**config.mk**
```make
export PLATFORM = sky130hd
export DESIGN_NAME = arr_out_drain
export DESIGN_NICKNAME = d
export VERILOG_FILES = /design/src/rtl/arr_pkg.sv /design/src/rtl/arr_row_fifo.sv /design/src/rtl/arr_out_drain.sv
export SDC_FILE = /design/constraint.sdc
export NUM_CORES = 2
export LEC_CHECK = 0
export ABC_AREA = 1
export CAP_MARGIN = 10
export CORE_MARGIN = 1
export CORE_UTILIZATION = 40
export DETAILED_ROUTE_END_ITERATION = 6
export SLEW_MARGIN = 25
export SYNTH_ARGS = -nofsm -noshare
export SYNTH_HDL_FRONTEND = slang
export SYNTH_HIERARCHICAL = 1
export SYNTH_SLANG_ARGS = --single-unit
```
**constraint.sdc**
```tcl
create_clock -name clk -period 27.4 [get_ports clk]
set_clock_uncertainty 0.15 [all_clocks]
set_input_delay 5.48 -clock clk [delete_from_list [all_inputs] [get_ports clk]]
set_output_delay 5.48 -clock clk [all_outputs]
set_load 0.01 [all_outputs]
```
**src/rtl/arr_pkg.sv**
```systemverilog
// Shared types and saturation helper for the array controller's input and output paths.
package arr_pkg;

    typedef enum logic [1:0] {
        ST_IDLE = 2'd0,
        ST_RUN  = 2'd1,
        ST_DONE = 2'd2
    } arr_state_e;

    localparam int SAT_MAX  = 127;
    localparam int SAT_MIN  = -128;
    localparam int ACCW_DEF = 16;

    // Clamp a signed value into int8 range, returned as two's complement.
    function automatic logic [7:0] sat8(input int v);
        logic [7:0] r;
        if (v > SAT_MAX)
            r = 8'(SAT_MAX);
        else if (v < SAT_MIN)
            r = 8'(SAT_MIN);
        else
            r = v[7:0];
        return r;
    endfunction

endpackage

```
**src/rtl/arr_row_fifo.sv**
```systemverilog
// Row FIFO between the array's bottom edge and the serializer hold register.
module arr_row_fifo #(
    parameter int W     = 64,
    parameter int DEPTH = 4
) (
    input  logic         clk,
    input  logic         rstn,
    input  logic         push,
    input  logic         pop,
    input  logic         flush,
    input  logic [W-1:0] wdata,
    output logic [W-1:0] rdata,
    output logic         full,
    output logic         empty
);

    localparam int AW = $clog2(DEPTH);

    logic [W-1:0] mem [DEPTH];
    logic [AW:0]  wr_ptr;
    logic [AW:0]  rd_ptr;

    // The extra wrap bit separates full from empty when the indices match.
    assign empty = (wr_ptr == rd_ptr);
    assign full  = (wr_ptr[AW] != rd_ptr[AW]) && (wr_ptr[AW-1:0] == rd_ptr[AW-1:0]);
    assign rdata = mem[rd_ptr[AW-1:0]];

    always_ff @(posedge clk or negedge rstn) begin
        if (!rstn) begin
            wr_ptr <= '0;
            rd_ptr <= '0;
        end else if (flush) begin
            wr_ptr <= '0;
            rd_ptr <= '0;
        end else begin
            if (push && !full)
                wr_ptr <= wr_ptr + (AW+1)'(1);
            if (pop && !empty)
                rd_ptr <= rd_ptr + (AW+1)'(1);
        end
    end

    always_ff @(posedge clk) begin
        if (push && !full && !flush)
            mem[wr_ptr[AW-1:0]] <= wdata;
    end

endmodule

```
**src/rtl/arr_out_drain.sv**
```systemverilog
// Drains result rows from the array, requantizes each column to int8 and
// streams the bytes to the host. Handshakes: a transfer happens on a clock
// edge where valid and ready are both high; valid never depends on ready.
module arr_out_drain
    import arr_pkg::*;
#(
    parameter int COLS  = 16,
    parameter int ACCW  = ACCW_DEF,
    parameter int DEPTH = 4
) (
    input  logic                 clk,
    input  logic                 rstn,
    input  logic                 enable,
    input  logic                 start,
    input  logic [3:0]           shift,
    input  logic [15:0]          total_rows,
    input  logic                 res_valid,
    input  logic [COLS*ACCW-1:0] res_data,
    output logic                 res_ready,
    output logic [7:0]           data_out,
    output logic                 out_valid,
    input  logic                 out_ready,
    output logic                 done,
    output logic                 overflow,
    output arr_state_e           dbg_state
);

    localparam int CW = (COLS > 1) ? $clog2(COLS) : 1;
    localparam int RW = COLS * ACCW;

    arr_state_e       state;
    logic [RW-1:0]    hold_row;
    logic             hold_valid;
    logic [CW-1:0]    col_idx;
    logic [15:0]      rows_in;
    logic [15:0]      rows_out;
    logic [3:0]       shift_r;
    logic [15:0]      total_r;

    logic [RW-1:0]    fifo_rdata;
    logic             fifo_full;
    logic             fifo_empty;
    logic             push;
    logic             pop;
    logic             hs;
    logic             last_col;
    logic             restart;

    function automatic logic [ACCW-1:0] col_of(input logic [RW-1:0] row,
                                               input logic [CW-1:0] idx);
        return row[idx*ACCW +: ACCW];
    endfunction

    // Floor shift on the signed accumulator, then clamp to int8.
    function automatic logic [7:0] requant(input logic [ACCW-1:0] v,
                                           input logic [3:0] sh);
        logic signed [ACCW-1:0] s;
        s = $signed(v) >>> sh;
        return sat8(int'(s));
    endfunction

    assign restart   = enable & start;
    assign res_ready = enable & (state == ST_RUN) & !fifo_full & (rows_in < total_r);
    assign out_valid = hold_valid & enable;
    assign hs        = out_valid & out_ready;
    assign last_col  = (col_idx == CW'(COLS-1));
    assign push      = res_valid & res_ready;
    // Refill hold as soon as it is empty or its final byte leaves this cycle.
    assign pop       = enable & !fifo_empty & (!hold_valid | (hs & last_col));
    assign done      = (state == ST_DONE);
    assign dbg_state = state;

    arr_row_fifo #(
        .W     (RW),
        .DEPTH (DEPTH)
    ) u_fifo (
        .clk   (clk),
        .rstn  (rstn),
        .push  (push),
        .pop   (pop),
        .flush (restart),
        .wdata (res_data),
        .rdata (fifo_rdata),
        .full  (fifo_full),
        .empty (fifo_empty)
    );

    always_ff @(posedge clk or negedge rstn) begin
        if (!rstn) begin
            state      <= ST_IDLE;
            hold_row   <= '0;
            hold_valid <= 1'b0;
            col_idx    <= '0;
            rows_in    <= '0;
            rows_out   <= '0;
            shift_r    <= '0;
            total_r    <= '0;
            data_out   <= '0;
            overflow   <= 1'b0;
        end else if (enable) begin
            if (start) begin
                shift_r    <= shift;
                total_r    <= total_rows;
                rows_in    <= '0;
                rows_out   <= '0;
                col_idx    <= '0;
                hold_valid <= 1'b0;
                overflow   <= 1'b0;
                data_out   <= '0;
                state      <= (total_rows == 16'd0) ? ST_DONE : ST_RUN;
            end else begin
                if (push)
                    rows_in <= rows_in + 16'd1;
                if (res_valid && !res_ready && state == ST_RUN)
                    overflow <= 1'b1;
                if (hs && last_col)
                    rows_out <= rows_out + 16'd1;

                if (pop) begin
                    hold_row   <= fifo_rdata;
                    hold_valid <= 1'b1;
                    col_idx    <= '0;
                    data_out   <= requant(col_of(fifo_rdata, '0), shift_r);
                end else if (hs) begin
                    if (last_col) begin
                        hold_valid <= 1'b0;
                    end else begin
                        col_idx  <= col_idx + CW'(1);
                        data_out <= requant(col_of(hold_row, col_idx + CW'(1)), shift_r);
                    end
                end

                if (state == ST_RUN && hs && last_col && (rows_out + 16'd1) == total_r)
                    state <= ST_DONE;
            end
        end
    end

endmodule

```
==> summary.txt <==
Status = completed
TritonRoute pass-1 iters = 6
H-tree depth = 4
Reg2reg start = u_fifo/rd_ptr[1]
Die area = 140000 µm²
Clock Latency Late Sink = 0.79 ns
Reg power frac = 45.3%
Via/cell ratio = 5.31
Pin count of the biggest net entering global routing = 183
# DRC = 0
Cell Chain, Critical Path = clkdlybuf4s50_1, inv_1, nor3_1, nand3_1, inv_1, clkdlybuf4s50_1
Power Dens Cells = 86.0 nW/µm²
Main flop type after synthesis = edfxtp_1
Critical Path AT = 7.32 ns
# rows = 136
Yosys reg bits = 1354
Max FO, Critical Path = 7
Setup violators final = 0
Internal power = 3910 µW
Fillcell total = 12300
Post-CTS setup buffer count = 0
Antenna-violating nets left = 0
Max IR drop VDD = 0.0697 mV
# Max-Cap Violations = 0
Grt ovf = 0
Crit path kind = in2out
Mapped cell area = 55400 µm²
TritonCTS Buffers = 147
Slew @ Worst Pin = 1.08 ns
Switch share = 29.6%
Reg2Reg Depth = 15
Buffers added on ports = 295
Initial antenna violation count = 13
Leakage power = 0.0237 µW
Worst Hold Class = reg2reg
Destination of the worst hold path = hold_row[164]
Crit-path slowest cell = clkdlybuf4s50_1
Flip-flop and latch area = 39000 µm²
Sw power = 1640 µW
CP bufs+invs = 4
Layout cells sized above 1 = 5.61%
Area of the core = 137000 µm²
Hold path start = hold_row[164]
Nets@finish = 5368
Critical path capture point type = output pin
Maximum operating frequency = 77.2 MHz
Max-slew violations = 0
Most common cell after layout, fill and taps aside = edfxtp_1
Initial core utilization = 40.3%
Crit path largest cell delay = 0.65 ns
Number of global-route vias before repair = 35400
Final min period = 12.95 ns
Number of synthesis warnings = 6
CP startpoint kind = input pin
Yosys cell types = 42
CTS resizes = 0
Die H = 374 µm
Seq/Total Area, Yosys = 70.5%
Number of synthesized flops with an enable pin = 1024
Multi-input logic area = 13900 µm²
Unrepaired setup endpoints after global routing = no
Commonest cells after routing, fill and taps aside = 1024 x edfxtp_1, 789 x o21ai_0, 777 x nand2_1, 566 x nor2_1, 327 x dfrtp_1
Cells on Worst Hold Path = 2
CTS tree = done
Cells after synthesis = 4881
I/O pins = 296
GP Congestion = 0.859
Clock sink count = 1354
Detail Placement HPWL = 86700 µm
Total number of vias = 37100
Syn avg cell area = 11.3 µm²
Reg-to-reg slack, setup = 20.94 ns
All-Layer GR Usage = 20.8%
Clock Pin Slew Worst Setup and Hold Paths = 0.05 ns
Max clock buf depth = 3
CTS Hold Bufs = 0
Final worst-path cycle share = 47.2%
Total Wirelength = 146000 µm
Root buffer cell = clkbuf_16
Async set-reset flop share out of synthesis = 24.4%
WL/cell = 20.9 µm
First-pass GRT wire length = 221000 µm
Post-Syn Nets = 5186
Clock power share = 35.4%
Final WS setup = 14.45 ns
Final Hold Viols = 0
Rel. slew slack = 28.1%
Die W = 374 µm
CP delay by family, top = buffers and inverters
Dpl ws = 14.44 ns
Setup Total Neg Slack = 0 ns
Iter 0 DRT Violations = 3024
RR Endpoint = u_fifo/mem[3][182]
Area Overhead vs Synth = 16.5%
Gate power share = 19.3%
Worst path required time = 21.77 ns
==> tightest hold or removal path: cells and delay by family, from the launching register on <==
kind | cells | cell delay, ns
flops | 1 | 0.33
simple gates | 2 | 0.10
==> stage by stage <==
step	cell area, µm²	hold slack (ns)	std cells	util (%)	power (µW)
floorplan	55400	0.287	4881	-	3200
global placement	59700	0.298	6708	43.5	3600
detailed placement	59700	0.303	6708	43.5	3620
CTS	64500	0.317	6983	47.0	5600
global route	64500	0.332	6985	47.0	5810
finish	64500	0.314	6987	47.0	5550
==> sequential cells by signal, indices dropped and copies added (netlist names) <==
signal	cells
rows_in	16
hold_valid	1
data_out	8
rows_out	16
overflow	1
total_r	16
dbg_state	2
u_fifo/wr_ptr	3
col_idx	4
u_fifo/mem	1024
shift_r	4
hold_row	256
u_fifo/rd_ptr	3
==> power by group through the flow <==
| stage | logic, µW | clock network, µW | registers [µW] |
|---|---|---|---|
| final | 1070 | 1960 | 2510 |
| after global routing | 1190 | 2080 | 2540 |
| after CTS | 1070 | 2010 | 2520 |
| after detailed placement | 1070 | 0 | 2560 |
| after global placement | 1050 | 0 | 2550 |
| after floorplan | 673 | 0 | 2530 |
==> worst max-delay path by stage <==
stage                     startpoint          endpoint  slack [ns]  depth (start not counted)
after floorplan               enable  u_fifo/mem[0][0]        9.34                          8
after global placement        enable         res_ready       14.44                          6
after detailed placement      enable         res_ready       14.44                          6
after CTS                     enable         res_ready       14.44                          6
after global routing          enable         res_ready       14.29                          6
final                         enable         res_ready       14.45                          6
==> cell families after synthesis <==
logic type                 count (synthesis)  synth area share (%)
xor gates and xnor gates                  26                 0.475
buffers and inverters                    600                  4.57
adders and majority gates                 23                 0.520
muxes                                      2                0.0362
and+or+nand+nor                         1656                  12.0
DFF                                     1354                  70.5
AOI/OAI and AO/OA                       1220                  11.9
==> routing by layer <==
layer	global-route usage, %	up-vias	share of wire (%)
met5	0	-	0.025
met4	6.42	6	2.4
met3	3.94	200	5.9
met2	32.9	1046	47
met1	28.9	18300	45
li1	-	17600	-
==> cell usage after synthesis, types with 18 or more instances <==
cell type | number | area share, %
o21ai_0 | 789 | 7.1
nor3_1 | 26 | 0.24
clkbuf_1 | 161 | 1.1
nand3_1 | 250 | 2.3
xor2_1 | 21 | 0.33
inv_1 | 285 | 1.9
o22ai_1 | 269 | 3.0
dfrtp_1 | 330 | 15
o21ai_1 | 28 | 0.25
a21oi_1 | 75 | 0.68
edfxtp_1 | 1024 | 56
nand4_1 | 18 | 0.20
ha_1 | 23 | 0.52
nand2_1 | 777 | 5.3
o211ai_1 | 40 | 0.54
nor2_1 | 571 | 3.9
buf_2 | 100 | 0.90
==> final cells by class <==
class / count / area share (%)
clock inverter: 71 / 1.09
tap: 1794 / 3.48
inverter: 293 / 1.75
multi-input combinational: 2927 / 21.6
antenna: 4 / 0.0155
sequential: 1354 / 60.5
clock buffer: 204 / 6.37
timing repair buffer: 340 / 5.25
Power figures use the tool's default switching activity.
